$ cat config.mk
export PLATFORM = sky130hd
export DESIGN_NAME = turn_input_ctrl
export DESIGN_NICKNAME = d
export VERILOG_FILES = /design/src/rtl/tron_pkg.sv /design/src/rtl/key_debounce.sv /design/src/rtl/turn_input_ctrl.sv
export SDC_FILE = /design/constraint.sdc
export NUM_CORES = 1
export LEC_CHECK = 0
export BUFFER_PORTS_ARGS = -buffer_cell sky130_fd_sc_hd__buf_2
export CELL_PAD_IN_SITES_DETAIL_PLACEMENT = 0
export CELL_PAD_IN_SITES_GLOBAL_PLACEMENT = 1
export CORE_AREA = 2 2 80 82
export CTS_CLUSTER_SIZE = 40
export DETAILED_ROUTE_END_ITERATION = 7
export DIE_AREA = 0 0 82 84
export PLACE_DENSITY = 0.88
export SETUP_SLACK_MARGIN = 0.5
export SYNTH_ARGS = -nofsm -noshare
export SYNTH_HDL_FRONTEND = slang
export SYNTH_SLANG_ARGS = --single-unit
$ cat constraint.sdc
create_clock -name CLOCK_50 -period 6.7 [get_ports CLOCK_50]
set_input_delay 0.335 -clock CLOCK_50 [delete_from_list [all_inputs] [get_ports CLOCK_50]]
set_output_delay 0.335 -clock CLOCK_50 [all_outputs]
set_load 0.05 [all_outputs]
$ cat src/rtl/tron_pkg.sv
// Shared types and constants for the tron player/arena logic.
package tron_pkg;

  typedef logic [1:0] dir_t;

  localparam dir_t DIR_RIGHT = 2'd0;
  localparam dir_t DIR_DOWN  = 2'd1;
  localparam dir_t DIR_LEFT  = 2'd2;
  localparam dir_t DIR_UP    = 2'd3;

  localparam logic TURN_CCW = 1'b0;
  localparam logic TURN_CW  = 1'b1;

  // Rotate a heading one quarter turn; 2-bit arithmetic gives the 3->0 / 0->3 wrap.
  function automatic dir_t apply_turn(input dir_t d, input logic turn);
    dir_t r;
    if (turn == TURN_CW) r = d + 2'd1;
    else                 r = d - 2'd1;
    return r;
  endfunction

endpackage

$ cat src/rtl/key_debounce.sv
// Raw active-low pushbutton -> synchronised, debounced press pulse.
// Optional auto-repeat while held: define TURN_AUTOREPEAT_EN.
module key_debounce
  import tron_pkg::*;
#(
  parameter int DEBOUNCE_CYCLES = 250000,
  parameter int REPEAT_CYCLES   = 12500000
) (
  input  logic clk,
  input  logic rst,
  input  logic restart,
  input  logic key_n,
  output logic press
);

  localparam int CNT_W = (DEBOUNCE_CYCLES > 1) ? $clog2(DEBOUNCE_CYCLES) : 1;
  localparam logic [CNT_W-1:0] CNT_LAST = CNT_W'(DEBOUNCE_CYCLES - 1);

  logic             sync1_q, sync2_q;
  logic             stable_q, stable_d;
  logic [CNT_W-1:0] cnt_q, cnt_d;
  logic             edge_press;

  // Two-flop synchroniser, released (1) out of reset.
  always_ff @(posedge clk or posedge rst) begin
    if (rst) begin
      sync1_q <= 1'b1;
      sync2_q <= 1'b1;
    end else begin
      sync1_q <= key_n;
      sync2_q <= sync1_q;
    end
  end

  // Stable level flips only after the synchronised level has differed for DEBOUNCE_CYCLES cycles.
  always_comb begin
    stable_d   = stable_q;
    cnt_d      = '0;
    edge_press = 1'b0;
    if (sync2_q != stable_q) begin
      if (cnt_q == CNT_LAST) begin
        stable_d   = sync2_q;
        edge_press = stable_q;  // 1->0 transition is a press; release yields nothing
      end else begin
        cnt_d = cnt_q + CNT_W'(1);
      end
    end
  end

  // Debounce state register; restart intentionally leaves it alone.
  always_ff @(posedge clk or posedge rst) begin
    if (rst) begin
      stable_q <= 1'b1;
      cnt_q    <= '0;
    end else begin
      stable_q <= stable_d;
      cnt_q    <= cnt_d;
    end
  end

`ifdef TURN_AUTOREPEAT_EN
  localparam int RPT_W = (REPEAT_CYCLES > 1) ? $clog2(REPEAT_CYCLES) : 1;
  localparam logic [RPT_W-1:0] RPT_LAST = RPT_W'(REPEAT_CYCLES - 1);

  logic [RPT_W-1:0] rpt_q, rpt_d;
  logic             rpt_pulse;

  // Repeat counter runs while the debounced key is held, firing every REPEAT_CYCLES.
  always_comb begin
    rpt_d     = '0;
    rpt_pulse = 1'b0;
    if (!restart && !stable_q) begin
      if (rpt_q == RPT_LAST) rpt_pulse = 1'b1;
      else                   rpt_d     = rpt_q + RPT_W'(1);
    end
  end

  // Repeat counter register.
  always_ff @(posedge clk or posedge rst) begin
    if (rst) rpt_q <= '0;
    else     rpt_q <= rpt_d;
  end

  assign press = edge_press | rpt_pulse;
`else
  logic unused_restart;
  localparam int unused_repeat_cycles = REPEAT_CYCLES;
  assign unused_restart = restart;
  assign press = edge_press;
`endif

endmodule

$ cat src/rtl/turn_input_ctrl.sv
// Per-player turn input: two debounced keys -> command FIFO -> one heading update per tick.
// Optional auto-repeat (in key_debounce): define TURN_AUTOREPEAT_EN.
module turn_input_ctrl
  import tron_pkg::*;
#(
  parameter int DEBOUNCE_CYCLES = 250000,
  parameter int FIFO_DEPTH      = 4,
  parameter int INIT_DIR        = 0,
  parameter int REPEAT_CYCLES   = 12500000
) (
  input  logic       CLOCK_50,
  input  logic       reset,
  input  logic       restart,
  input  logic       key_ccw_n,
  input  logic       key_cw_n,
  input  logic       tick,
  output logic [1:0] dir,
  output logic       dir_changed,
  output logic       turn_pending,
  output logic       overflow
);

  localparam int PTR_W = $clog2(FIFO_DEPTH);
  localparam int CNT_W = PTR_W + 1;
  localparam logic [CNT_W-1:0] FULL = CNT_W'(FIFO_DEPTH);
  localparam dir_t DIR_INIT = dir_t'(INIT_DIR);

  logic press_ccw, press_cw;

  key_debounce #(.DEBOUNCE_CYCLES(DEBOUNCE_CYCLES), .REPEAT_CYCLES(REPEAT_CYCLES)) u_deb_ccw (
    .clk(CLOCK_50), .rst(reset), .restart(restart), .key_n(key_ccw_n), .press(press_ccw)
  );

  key_debounce #(.DEBOUNCE_CYCLES(DEBOUNCE_CYCLES), .REPEAT_CYCLES(REPEAT_CYCLES)) u_deb_cw (
    .clk(CLOCK_50), .rst(reset), .restart(restart), .key_n(key_cw_n), .press(press_cw)
  );

  logic [FIFO_DEPTH-1:0] mem_q, mem_d;
  logic [PTR_W-1:0]      wr_ptr_q, wr_ptr_d, rd_ptr_q, rd_ptr_d;
  logic [CNT_W-1:0]      cnt_q, cnt_d;
  dir_t                  dir_q, dir_d;
  logic                  dir_changed_q, dir_changed_d;
  logic                  turn_pending_q, turn_pending_d;
  logic                  overflow_q, overflow_d;
  logic                  push_req, push_ok, pop;

  // FIFO push/pop and heading update; restart overrides everything.
  always_comb begin
    mem_d         = mem_q;
    wr_ptr_d      = wr_ptr_q;
    rd_ptr_d      = rd_ptr_q;
    cnt_d         = cnt_q;
    dir_d         = dir_q;
    dir_changed_d = 1'b0;
    overflow_d    = 1'b0;
    // Simultaneous presses cancel; a lone CW press encodes as TURN_CW.
    push_req      = press_ccw ^ press_cw;
    pop           = tick && (cnt_q != '0);
    // A pop in the same cycle frees a slot, so a full FIFO still accepts the push.
    push_ok       = push_req && ((cnt_q != FULL) || pop);

    if (restart) begin
      wr_ptr_d = '0;
      rd_ptr_d = '0;
      cnt_d    = '0;
      dir_d    = DIR_INIT;
    end else begin
      overflow_d = push_req && !push_ok;
      if (push_ok) begin
        mem_d[wr_ptr_q] = press_cw ? TURN_CW : TURN_CCW;
        wr_ptr_d        = wr_ptr_q + PTR_W'(1);
      end
      if (pop) begin
        dir_d         = apply_turn(dir_q, mem_q[rd_ptr_q]);
        dir_changed_d = 1'b1;
        rd_ptr_d      = rd_ptr_q + PTR_W'(1);
      end
      if (push_ok && !pop)      cnt_d = cnt_q + CNT_W'(1);
      else if (pop && !push_ok) cnt_d = cnt_q - CNT_W'(1);
    end
    turn_pending_d = (cnt_d != '0);
  end

  // FIFO, heading and status registers.
  always_ff @(posedge CLOCK_50 or posedge reset) begin
    if (reset) begin
      mem_q          <= '0;
      wr_ptr_q       <= '0;
      rd_ptr_q       <= '0;
      cnt_q          <= '0;
      dir_q          <= DIR_INIT;
      dir_changed_q  <= 1'b0;
      turn_pending_q <= 1'b0;
      overflow_q     <= 1'b0;
    end else begin
      mem_q          <= mem_d;
      wr_ptr_q       <= wr_ptr_d;
      rd_ptr_q       <= rd_ptr_d;
      cnt_q          <= cnt_d;
      dir_q          <= dir_d;
      dir_changed_q  <= dir_changed_d;
      turn_pending_q <= turn_pending_d;
      overflow_q     <= overflow_d;
    end
  end

  assign dir          = dir_q;
  assign dir_changed  = dir_changed_q;
  assign turn_pending = turn_pending_q;
  assign overflow     = overflow_q;

endmodule
Word level (Yosys, flattened, before mapping)
Cells that the tools add are included.
- register bits after elaboration: 58
- input port bits: 6
- logic and storage cells: 77
- reductions and logical operators: 16
- bitwise gates (word level): 2
- equal/unequal tests: 5
- $add $sub $neg: 8
- $lt $le $gt $ge: 3
- mux-type cells: 27
- operator list (cell ; count):
    $mux 18 ; 4
    $add 18x1->18 const B ; 2
    $eq 18x18->1 const B ; 2
    $mux 2 ; 7
    $mux 1 ; 10
    $mux 3 ; 3
    $add 2x1->2 const B ; 3
    $logic_and 1x1->1 ; 6
    $lt 2x3->1 const B ; 2
    $reduce_and 2->1 ; 3
    $reduce_bool 3->1 ; 2
    $bwmux 4 ; 1
    $reduce_bool 2->1 ; 2
    $add 3x1->3 const B ; 1
    $ne 3x3->1 const B ; 1
    $sub 3x1->3 const B ; 1
    $bmux 1 s2 ; 1
    $demux 1 s2 ; 1
    $ge 2x1->1 const B ; 1
    $logic_not 1->1 ; 2
    $ne 1x1->1 ; 2
    $sub 2x1->2 const B ; 1
    $logic_or 1x1->1 ; 1
    $not 1->1 ; 1
    $xor 1x1->1 ; 1

Logic depth before layout (Yosys ltp)
Gate-level depths: netlist of the first run.
- depth after elaboration: 11
- gate-level depth with buffers: 9
- gate-level depth less buffers: 9

Cells and area by module
Synthesis of the first run repeated with hierarchy kept, for this count alone.
- cell total of the unflattened synthesis: 276
- area total of the unflattened synthesis: 2914.0 µm²
- modules (own cells, without submodules) (module ; cells each ; area each (µm²) ; times used ; sequential area each (µm²)):
    key_debounce ; 98 ; 1026.0 ; 2 ; 529.3
    turn_input_ctrl ; 80 ; 862.1 ; 1 ; 400.4

Least setup slack after synthesis of the first run
OpenSTA, ideal clock, no wires.
- path type: flip-flop to flip-flop
- start point: register u_deb_ccw.cnt_q[11]
- end point: register turn_pending_q (netlist: turn_pending)
- library setup time: 0.124 ns
- cell stages (with the launch flop): 7
- path slack: 4.333 ns
- arrival time: 2.243 ns
- data required time: 6.576 ns
- period minus slack after synthesis: 2.367 ns
- cell sequence: dfrtp_1 > or4_4 > and4b_2 > xnor2_2 > mux2i_1 > mux2_4 > a211o_1
- word-level cells in the longest chain between the ends: 11
- elaborated cells on any way between the ends: 12
- those cells by class: eq/ne (1); mux (5); bitwise (1); reduce/logical (5)
- ends and longest elaborated chain (element ; RTL line ; RTL):
    start: declaration ; key_debounce.sv:21 ; logic [CNT_W-1:0] cnt_q, cnt_d;
    start signal: assignment ; key_debounce.sv:57 ; cnt_q <= cnt_d;
    $eq 18x18->1 * ; key_debounce.sv:41 ; if (cnt_q == CNT_LAST) begin
    $mux 1 * ; key_debounce.sv:41 ;
    $mux 1 * ; key_debounce.sv:40 ; if (sync2_q != stable_q) begin
    $xor 1x1->1 * ; turn_input_ctrl.sv:57 ; push_req = press_ccw ^ press_cw;
    $logic_and 1x1->1 * ; turn_input_ctrl.sv:60 ; push_ok = push_req && ((cnt_q != FULL) || pop);
    $logic_not 1->1 ; turn_input_ctrl.sv:79 ; else if (pop && !push_ok) cnt_d = cnt_q - CNT_W'(1);
    $logic_and 1x1->1 ; turn_input_ctrl.sv:79 ;
    $mux 3 ; turn_input_ctrl.sv:79 ;
    $mux 3 * ; turn_input_ctrl.sv:78 ; if (push_ok && !pop) cnt_d = cnt_q + CNT_W'(1);
    $mux 3 * ; turn_input_ctrl.sv:62 ; if (restart) begin
    named net cnt_d[0] ; turn_input_ctrl.sv:40 ; logic [CNT_W-1:0] cnt_q, cnt_d;
    $reduce_bool 3->1 * ; turn_input_ctrl.sv:81 ; turn_pending_d = (cnt_d != '0);
    named net turn_pending_d ; turn_input_ctrl.sv:43 ; logic turn_pending_q, turn_pending_d;
    end signal: assignment ; turn_input_ctrl.sv:102 ; turn_pending_q <= turn_pending_d;
    end: declaration ; turn_input_ctrl.sv:43 ;
Mark *: on every way through the listed nets, which the timed path passes. The rest lies on a longest branch.
A chain may end at the register's enable or synchronous reset.

Final worst setup path of the first run
Same ends and word-level chain as after synthesis.

==> results of run 1 <==
[kinds of logic after synthesis]
group / Yosys count / synth area share, %
and+or+nand+nor: 131 / 23.75
AOI/OAI and AO/OA: 32 / 6.121
adders and majority gates: 9 / 3.879
DFF: 58 / 50.26
buffers and inverters: 14 / 1.810
muxes: 6 / 2.758
xor gates and xnor gates: 37 / 11.42
[cells in the mapped netlist, drive strengths merged (3+ instances only)]
cell type,n
mux2,3
nand2,25
or3,7
and3,12
a21oi,13
xor2,22
clkbuf,4
dfrtp,52
nand3,16
inv,9
nand4,5
dfstp,6
nor3,7
nor2,38
ha,9
xnor2,15
o21ai,12
nor2b,3
a31oi,4
and2,7
[metrics by stage]
step | cell area (um^2) | cells | setup slack, ns | hold slack (ns)
2_1_floorplan | 2903 | 287 | 4.333 | 0.3395
6_report | 3202 | 386 | 4.221 | 0.09516
5_1_grt | 3202 | 386 | 4.061 | 0.06922
3_3_place_gp | 3038 | 370 | 4.268 | 0.3458
4_1_cts | 3202 | 386 | 4.220 | 0.07391
3_5_place_dp | 3038 | 370 | 4.231 | 0.3468
[how the worst max path moves through the flow]
stage | startpoint | to | slack [ns] | cells past startpoint
floorplan | u_deb_ccw.cnt_q[11]$_DFF_PP0_ | turn_pending$_DFF_PP0_ | 4.33 | 6
global placement | u_deb_ccw.cnt_q[11]$_DFF_PP0_ | turn_pending$_DFF_PP0_ | 4.27 | 6
detailed placement | u_deb_cw.cnt_q[0]$_DFF_PP0_ | turn_pending$_DFF_PP0_ | 4.23 | 8
CTS | u_deb_ccw.cnt_q[11]$_DFF_PP0_ | turn_pending$_DFF_PP0_ | 4.22 | 6
global route | u_deb_cw.cnt_q[0]$_DFF_PP0_ | turn_pending$_DFF_PP0_ | 4.06 | 8
finish | u_deb_ccw.cnt_q[11]$_DFF_PP0_ | turn_pending$_DFF_PP0_ | 4.22 | 6
[power by group through the flow]
stage	Combinational, W	Clock [W]	Sequential [W]
6_report	0.000140	0.000271	0.000392
5_1_grt	0.000156	0.000300	0.000395
4_1_cts	0.000142	0.000283	0.000392
3_5_place_dp	0.000141	0	0.000398
3_3_place_gp	0.000140	0	0.000397
2_1_floorplan	0.0000836	0	0.000425
[critical path: cells and delay by family (launching register included)]
kind / cells / cell delay [ns]
compound gates: 1 / 0.26
xor+xnor: 1 / 0.15
flops: 1 / 0.44
mux: 2 / 0.66
simple gates: 2 / 0.85
[sequential cells by signal, indices dropped and copies added (netlist names)]
register / flops
u_deb_ccw.cnt_q: 18
u_deb_cw.cnt_q: 18
mem_q: 4
cnt_q: 3
dir: 2
rd_ptr_q: 2
wr_ptr_q: 2
dir_changed: 1
overflow: 1
turn_pending: 1
u_deb_ccw.stable_q: 1
u_deb_ccw.sync1_q: 1
u_deb_ccw.sync2_q: 1
u_deb_cw.stable_q: 1
u_deb_cw.sync1_q: 1
u_deb_cw.sync2_q: 1
[area by class of cell]
cell class	instances	area, um^2	share of cell area (%)
Tap cell	77	96.34	3.009
Timing Repair Buffer	11	57.56	1.798
Clock inverter	3	15.01	0.4689
Sequential cell	58	1459	45.56
Inverter	9	33.78	1.055
Clock buffer	13	148.9	4.650
Multi-Input combinational cell	215	1391	43.45
[cell usage in the layout, fill, tap and decap left out, types with 8 or more instances in the layout]
| cell type | netlist | routed |
|---|---|---|
| and3_1 | 12 | 12 |
| nor2_1 | 38 | 38 |
| xor2_1 | 22 | 22 |
| xnor2_1 | 14 | 14 |
| ha_1 | 9 | 9 |
| nand3_1 | 16 | 16 |
| o21ai_0 | 12 | 12 |
| nand2_1 | 25 | 25 |
| clkbuf_8 | 0 | 10 |
| inv_1 | 9 | 8 |
| buf_2 | 0 | 10 |
| dfrtp_1 | 52 | 52 |
| a21oi_1 | 13 | 13 |
[per-layer routing]
metal | vias up | global-route usage [%] | part of all wire, %
met1 | 935 | 23.34 | 51
met5 | - | 0 | 0
met3 | 8 | 4.545 | 2.9
li1 | 1016 | - | -
met4 | 0 | 10.00 | 1.8
met2 | 25 | 22.62 | 45
==> results.sh, run 1 <==
export IMPL_rsz0062_at_grt="false"
export IMPL_cts_resized=0
export IMPL_cts_tree="yes"
export IMPL_dp_hpwl_mm=3.455
export IMPL_synthTopCellsByArea="dfrtp_1, xor2_1, dfstp_2, nor2_1, xnor2_1"
export IMPL_start_util_pct=47.62
export IMPL_avgViaCountPerCell=5.140
export IMPL_grt_pass1_wl_mm=8.611
export IMPL_hp_class="input port to flip-flop"
export IMPL_p_comb_share_pct=17.5
export IMPL_fin_crit_ns=2.479
export IMPL_fillerInstances=553
export IMPL_post_cts_buffers=0
export IMPL_ys_types=41
export IMPL_critPathRequiredTime_ns=6.92
export IMPL_die_area_um2=6888
export IMPL_clock_path_buffers=2
export IMPL_async_reset_ff_share_pct=100.0
export IMPL_wl_mm=4.918
export IMPL_synth_top_area_cell="dfrtp_1"
export IMPL_drt_first_iter_violations=70
export IMPL_clockRootBuffer="clkbuf_8"
export IMPL_hp_start="key_ccw_n"
export IMPL_fin_total_pwr_w=0.0008040
export IMPL_htree_levels=3
export IMPL_synth_fp_nets=302
export IMPL_crit_type="flip-flop to flip-flop"
export IMPL_timing_rr_start="u_deb_ccw.cnt_q[11]$_DFF_PP0_"
export IMPL_maxCapViolations=0
export IMPL_hold_buffers=0
export IMPL_rows=29
export IMPL_reg2reg_depth=6
export IMPL_cellInternalPower_w=0.0005658
export IMPL_portBuffers=10
export IMPL_die_w_um=82
export IMPL_slew_viol_final=0
export IMPL_antennaDiodeCount=0
export IMPL_switching_share_pct=29.63
export IMPL_synthFlopType="dfrtp_1"
export IMPL_fin_skew_ns=0.01046
export IMPL_yosys_warnings=0
export IMPL_slew_headroom_pct=53.39
export IMPL_holdPathStages=1
export IMPL_grt_start_max_net_pins=59
export IMPL_nets=319
export IMPL_crit_path_max_incr_delay_ns=0.54
export IMPL_area_growth_pct=10.30
export IMPL_seq_power_share_pct=48.8
export IMPL_period_share_pct=37.00
export IMPL_antenna_found_initial=0
export IMPL_p_clk_share_pct=33.8
export IMPL_crit_chain="or4_4 > and4b_2 > xnor2_2 > mux2i_1 > mux2_4 > a211o_1"
export IMPL_ant_nets=0
export IMPL_postSynthCellCount=287
export IMPL_wl_per_cell_um=12.74
export IMPL_synth_edf_count=0
export IMPL_place_gp_congestion=0.7510
export IMPL_critPathArrivalTime_ns=2.70
export IMPL_vias=1984
export IMPL_final_hold_viol_count=0
export IMPL_cp_slowest_cell="or4_4"
export IMPL_syn_area_um2=2903
export IMPL_cts_buffers=9
export IMPL_tightestPinTransition_ns=0.6992
export IMPL_clock_latency_ns=0.34
export IMPL_drc_errors=0
export IMPL_clkTransAtPathRegs_ns=0.06
export IMPL_synth_seq_cells=58
export IMPL_coreArea_um2=6096
export IMPL_tns_ns=0
export IMPL_die_h_um=84
export IMPL_setup_violations=0
export IMPL_grt_overflow=0
export IMPL_p_sw_w=0.0002382
export IMPL_r2r_setup_slack_ns=4.22
export IMPL_hold_end="u_deb_ccw.sync1_q$_DFF_PP1_"
export IMPL_synth_top_cell_area_share_pct=44.83
export IMPL_ios=11
export IMPL_final_util_pct=52.52
export IMPL_ir_drop_mv=0.1749
export IMPL_cellPowerDensity_nw_per_um2=251.1
export IMPL_grt_pass1_vias=1885
export IMPL_startpoint_type="flip-flop"
export IMPL_firstDrtPassIters=4
export IMPL_synth_area_per_cell_um2=10.11
export IMPL_status="complete, no violations"
export IMPL_fmax_mhz=403.4
export IMPL_final_layout_size_suffix_gt1_share_pct=13.92
export IMPL_path_max_fanout=6
export IMPL_grt_usage_pct=16.64
export IMPL_yosysSeqAreaShare_pct=50.26
export IMPL_clock_sinks=58
export IMPL_p_leak_nw=1.458
export IMPL_r2r_end="turn_pending$_DFF_PP0_"
export IMPL_cp_end_kind="flip-flop"
Note: power is estimated with default switching activity, not from simulation.
==> inputs of run 2 (changes only) <==
Settings changed: CORE_AREA 2 2 80 82 to 2 2 85 87, DIE_AREA 0 0 82 84 to 0 0 87 89, PLACE_DENSITY 0.88 to 0.83.
Clock period 6.7 ns to 2.1 ns, I/O delays scaled along.
==> results.sh, run 2 (same netlist as run 1, synthesis figures left out) <==
export IMPL_avgViaCountPerCell=5.147
export IMPL_rows=30
export IMPL_rsz0062_at_grt="true"
export IMPL_slew_viol_final=0
export IMPL_final_layout_size_suffix_gt1_share_pct=36.96
export IMPL_clock_latency_ns=0.34
export IMPL_ant_nets=0
export IMPL_status="finished, violations left"
export IMPL_slew_headroom_pct=49.36
export IMPL_antenna_found_initial=0
export IMPL_timing_rr_start="u_deb_ccw.cnt_q[9]$_DFF_PP0_"
export IMPL_wl_mm=6.397
export IMPL_die_w_um=87
export IMPL_critPathRequiredTime_ns=2.32
export IMPL_crit_type="flip-flop to flip-flop"
export IMPL_grt_pass1_vias=2301
export IMPL_fillerInstances=535
export IMPL_clock_path_buffers=2
export IMPL_wl_per_cell_um=14.28
export IMPL_fin_total_pwr_w=0.002757
export IMPL_post_route_worst_setup_slack_ns=-0.2620
export IMPL_grt_usage_pct=17.43
export IMPL_place_gp_congestion=0.8545
export IMPL_cts_tree="yes"
export IMPL_vias=2306
export IMPL_dp_hpwl_mm=3.892
export IMPL_cp_end_kind="flip-flop"
export IMPL_cellPowerDensity_nw_per_um2=687.6
export IMPL_cts_buffers=9
export IMPL_r2r_setup_slack_ns=-0.26
export IMPL_coreArea_um2=6719
export IMPL_clkTransAtPathRegs_ns=0.06
export IMPL_fmax_mhz=423.4
export IMPL_antennaDiodeCount=0
export IMPL_largestRegisters="u_deb_ccw.cnt_q: 18 flops, u_deb_cw.cnt_q: 18 flops, mem_q: 4 flops"
export IMPL_grt_start_max_net_pins=59
export IMPL_r2r_end="turn_pending$_DFF_PP0_"
export IMPL_setup_violations=3
export IMPL_drt_first_iter_violations=106
export IMPL_start_util_pct=43.20
export IMPL_crit_start="u_deb_ccw.cnt_q[9]$_DFF_PP0_"
export IMPL_hp_class="input port to flip-flop"
export IMPL_clock_sinks=58
export IMPL_timing_hold_ws_ns=0.07921
export IMPL_p_leak_nw=1.872
export IMPL_grt_pass1_wl_mm=10.38
export IMPL_violations="negative setup slack"
export IMPL_tightestPinTransition_ns=0.7590
export IMPL_drc_errors=0
export IMPL_die_h_um=89
export IMPL_portBuffers=10
export IMPL_mostFrequentLayoutCells="dfrtp_1, buf_4, nor2_1"
export IMPL_crit_end="turn_pending$_DFF_PP0_"
export IMPL_ios=11
export IMPL_fin_skew_ns=0.009677
export IMPL_startpoint_type="flip-flop"
export IMPL_area_growth_pct=38.15
export IMPL_ir_drop_mv=0.4438
export IMPL_clockRootBuffer="clkbuf_8"
export IMPL_final_common_cell="dfrtp_1"
export IMPL_firstDrtPassIters=4
export IMPL_reg2reg_depth=6
export IMPL_fin_crit_ns=2.362
export IMPL_path_max_fanout=2
export IMPL_final_hold_viol_count=0
export IMPL_nets=378
export IMPL_die_area_um2=7743
export IMPL_period_share_pct=112.5
export IMPL_critPathArrivalTime_ns=2.58
export IMPL_grt_overflow=0
export IMPL_htree_levels=3
export IMPL_maxCapViolations=0
[run 2: worst min-delay path by stage]
stage,cells after the start,startpoint,end
4_1_cts,2,restart,overflow$_DFF_PP0_
5_1_grt,2,restart,dir[1]$_DFFE_PP0P_
3_5_place_dp,3,reset,u_deb_ccw.cnt_q[16]$_DFF_PP0_
2_1_floorplan,0,key_ccw_n,u_deb_ccw.sync1_q$_DFF_PP1_
3_3_place_gp,3,reset,u_deb_ccw.cnt_q[8]$_DFF_PP0_
6_report,2,restart,dir[1]$_DFFE_PP0P_
[run 2: stage by stage]
| stage | worst slack, ns | util (%) | instance area [um^2] | std cells | TNS, ns |
|---|---|---|---|---|---|
| after floorplan | -0.2262 | - | 2915 | 287 | -0.2412 |
| after global placement | -0.1974 | 50.82 | 3415 | 420 | -0.1974 |
| after detailed placement | -0.2438 | 50.82 | 3415 | 420 | -0.3233 |
| after CTS | -0.2278 | 56.98 | 3829 | 446 | -0.2763 |
| after global routing | -0.3222 | 59.68 | 4010 | 448 | -0.5810 |
| final | -0.2620 | 59.68 | 4010 | 448 | -0.3899 |
[run 2: report_power, final]
| part | switching, W | leakage, nW | internal (W) |
|---|---|---|---|
| combinational | 0.000347 | 0.995 | 0.000222 |
| sequential | 0.0000508 | 0.780 | 0.00119 |
| clock | 0.000423 | 0.0965 | 0.000521 |
| total | 0.000821 | 1.87 | 0.00194 |
[run 2: per-layer routing]
| layer | GRT usage (%) | wire [um] | share of wire, % | vias up |
|---|---|---|---|---|
| met5 | 0 | 0 | 0 | - |
| met4 | 9.233 | 133 | 2.1 | 0 |
| met3 | 3.047 | 140 | 2.2 | 11 |
| met2 | 28.73 | 3164 | 49 | 30 |
| met1 | 21.99 | 2958 | 46 | 1129 |
| li1 | - | - | - | 1136 |
[run 2: timing repair]
action	CTS	global route
hold buffers	3	0
pin swaps	9	6
buffers inserted	5	1
setup endpoints to repair	48	48
hold endpoints to repair	54	0
cloned	2	1
gates resized for setup	32	32
[run 2: worst max-delay path: stages, from the launching register on]
cell	delay, ns
dfrtp_1	0.38
or4_4	0.53
and4b_2	0.32
xnor2_2	0.14
mux2i_2	0.29
mux2_4	0.34
a211o_1	0.25
[run 2: area by class of cell]
type / instances / area [um^2] / share of cell area [%]
repair buffers: 68 / 549.3 / 13.70
clock buffers: 14 / 172.7 / 4.306
well taps: 80 / 100.1 / 2.496
flip-flops and latches: 58 / 1459 / 36.38
inverters: 9 / 33.78 / 0.8424
multi-input cells: 217 / 1685 / 42.03
clock inverters: 2 / 10.01 / 0.2496
==> inputs of run 3 (changes only) <==
Settings changed: PLACE_DENSITY 0.83 to 0.78.
==> results.sh, run 3 (same netlist as run 1, synthesis figures left out) <==
export IMPL_tns_ns=-0.3178
export IMPL_cts_buffers=9
export IMPL_vias=2274
export IMPL_avgViaCountPerCell=5.076
export IMPL_largestRegisters="u_deb_ccw.cnt_q: 18 flops, u_deb_cw.cnt_q: 18 flops, mem_q: 4 flops"
export IMPL_clock_path_buffers=2
export IMPL_post_route_worst_setup_slack_ns=-0.2083
export IMPL_slew_headroom_pct=30.26
export IMPL_firstDrtPassIters=4
export IMPL_grt_start_max_net_pins=59
export IMPL_path_max_fanout=2
export IMPL_fin_area_um2=3958
export IMPL_hp_start="restart"
export IMPL_die_h_um=89
export IMPL_p_sw_w=0.0008292
export IMPL_p_comb_share_pct=22.0
export IMPL_nets=378
export IMPL_portBuffers=10
export IMPL_startpoint_type="flip-flop"
export IMPL_clock_latency_ns=0.33
export IMPL_hp_class="input port to flip-flop"
export IMPL_ios=11
export IMPL_final_common_cell="dfrtp_1"
export IMPL_htree_levels=3
export IMPL_seq_power_share_pct=44.5
export IMPL_critPathRequiredTime_ns=2.31
export IMPL_die_w_um=87
export IMPL_fin_crit_ns=2.308
export IMPL_rows=30
export IMPL_drc_errors=0
export IMPL_p_leak_nw=1.850
export IMPL_critPathArrivalTime_ns=2.52
export IMPL_fillerInstances=548
export IMPL_cellPowerDensity_nw_per_um2=707.1
export IMPL_wl_mm=6.052
export IMPL_antenna_found_initial=0
export IMPL_crit_type="flip-flop to flip-flop"
export IMPL_mostFrequentLayoutCells="dfrtp_1, buf_4, nor2_1"
export IMPL_fin_skew_ns=0.01164
export IMPL_p_clk_share_pct=33.6
export IMPL_die_area_um2=7743
export IMPL_place_gp_congestion=0.7788
export IMPL_violations="negative setup slack"
export IMPL_grt_pass1_vias=2268
export IMPL_cts_tree="yes"
export IMPL_start_util_pct=43.20
export IMPL_timing_rr_start="u_deb_ccw.cnt_q[11]$_DFF_PP0_"
export IMPL_antennaDiodeCount=0
export IMPL_fmax_mhz=433.2
export IMPL_grt_pass1_wl_mm=10.09
export IMPL_clock_sinks=58
export IMPL_grt_usage_pct=16.85
export IMPL_dpl_cell_area_um2=3392
export IMPL_cp_end_kind="flip-flop"
export IMPL_drt_first_iter_violations=119
export IMPL_switching_share_pct=29.63
export IMPL_final_layout_size_suffix_gt1_share_pct=35.87
export IMPL_maxCapViolations=0
export IMPL_grt_overflow=0
export IMPL_dp_hpwl_mm=3.897
export IMPL_area_growth_pct=36.34
export IMPL_setup_violations=4
export IMPL_clkTransAtPathRegs_ns=0.06
export IMPL_ant_nets=0
export IMPL_crit_start="u_deb_ccw.cnt_q[11]$_DFF_PP0_"
export IMPL_period_share_pct=109.9
export IMPL_slew_viol_final=0
export IMPL_wl_per_cell_um=13.51
export IMPL_tightestPinTransition_ns=1.043
export IMPL_rsz0062_at_grt="true"
export IMPL_coreArea_um2=6719
export IMPL_clockRootBuffer="clkbuf_8"
export IMPL_cellInternalPower_w=0.001969
export IMPL_final_hold_viol_count=0
export IMPL_status="finished, violations left"
export IMPL_ir_drop_mv=0.5001
export IMPL_timing_hold_ws_ns=0.07781
[run 3: cell count changes in the layout (fill, tap and decap cells not counted), moves of 2 or more]
cell     previous run  this run
a31oi_2             0         2
and3_1              6        10
or3_4               2         0
and3_4              5         2
or3_1               5         7
buf_4              47        50
a31oi_1             3         0
nand2_1            20        22
buf_6               5         3
[run 3: layer usage]
| layer | vias up | track usage, % | wire, um |
|---|---|---|---|
| li1 | 1139 | - | - |
| met1 | 1111 | 21.33 | 2792 |
| met2 | 22 | 27.62 | 3082 |
| met3 | 2 | 5.725 | 162 |
| met4 | 0 | 4.830 | 15 |
| met5 | - | 0 | 0 |
[run 3: power by group through the flow]
stage / combinational, W / sequential [W] / clock (W)
2_1_floorplan: 0.000268 / 0.00136 / 0
3_5_place_dp: 0.000505 / 0.00127 / 0
6_report: 0.000614 / 0.00124 / 0.000940
5_1_grt: 0.000675 / 0.00125 / 0.00101
3_3_place_gp: 0.000494 / 0.00126 / 0
4_1_cts: 0.000566 / 0.00124 / 0.000975
[run 3: critical path, stage by stage (launching register included)]
cell,delay [ns]
dfrtp_1,0.38
or4_4,0.53
and4b_2,0.32
xnor2_2,0.13
mux2i_2,0.28
mux2_4,0.33
a211o_1,0.23
[run 3: final cells by class]
cell class                      count  area [um^2]  share of cell area [%]
Clock inverter                      2        10.01                  0.2529
Tap cell                           80        100.1                   2.529
Clock buffer                       14        172.7                   4.363
Sequential cell                    58         1460                   36.90
Timing Repair Buffer               68        524.3                   13.25
Inverter                            9        33.78                  0.8536
Multi-Input combinational cell    217         1657                   41.86
[run 3: through the flow]
step	worst slack [ns]	power (W)	cells	util, %
3_5_place_dp	-0.2816	0.001773	417	50.48
6_report	-0.2083	0.002798	448	58.90
2_1_floorplan	-0.2262	0.001625	287	-
3_3_place_gp	-0.1931	0.001758	417	50.48
4_1_cts	-0.2146	0.002784	443	56.55
5_1_grt	-0.2793	0.002938	448	58.90
[run 3: path summary, 6_finish.rpt]
check,slack [ns],cells after the start,end
max in group asynchronous,1.41,4,u_deb_cw.sync1_q$_DFF_PP1_
min in group asynchronous,0.36,4,mem_q[3]$_DFFE_PP0P_
hold / removal,0.08,2,dir[1]$_DFFE_PP0P_
hold reg to reg,0.35,0,u_deb_cw.sync2_q$_DFF_PP1_
setup reg to reg,-0.21,6,turn_pending$_DFF_PP0_
setup / recovery,-0.21,6,turn_pending$_DFF_PP0_
[run 3: repair_timing]
item                       4_1_cts  5_1_grt
setup endpoints to repair       48       49
pin swaps                       12        2
buffers inserted                 5        5
cloned                           2        0
gates resized for setup         31       24
hold buffers                     3        0
hold endpoints to repair        54        0
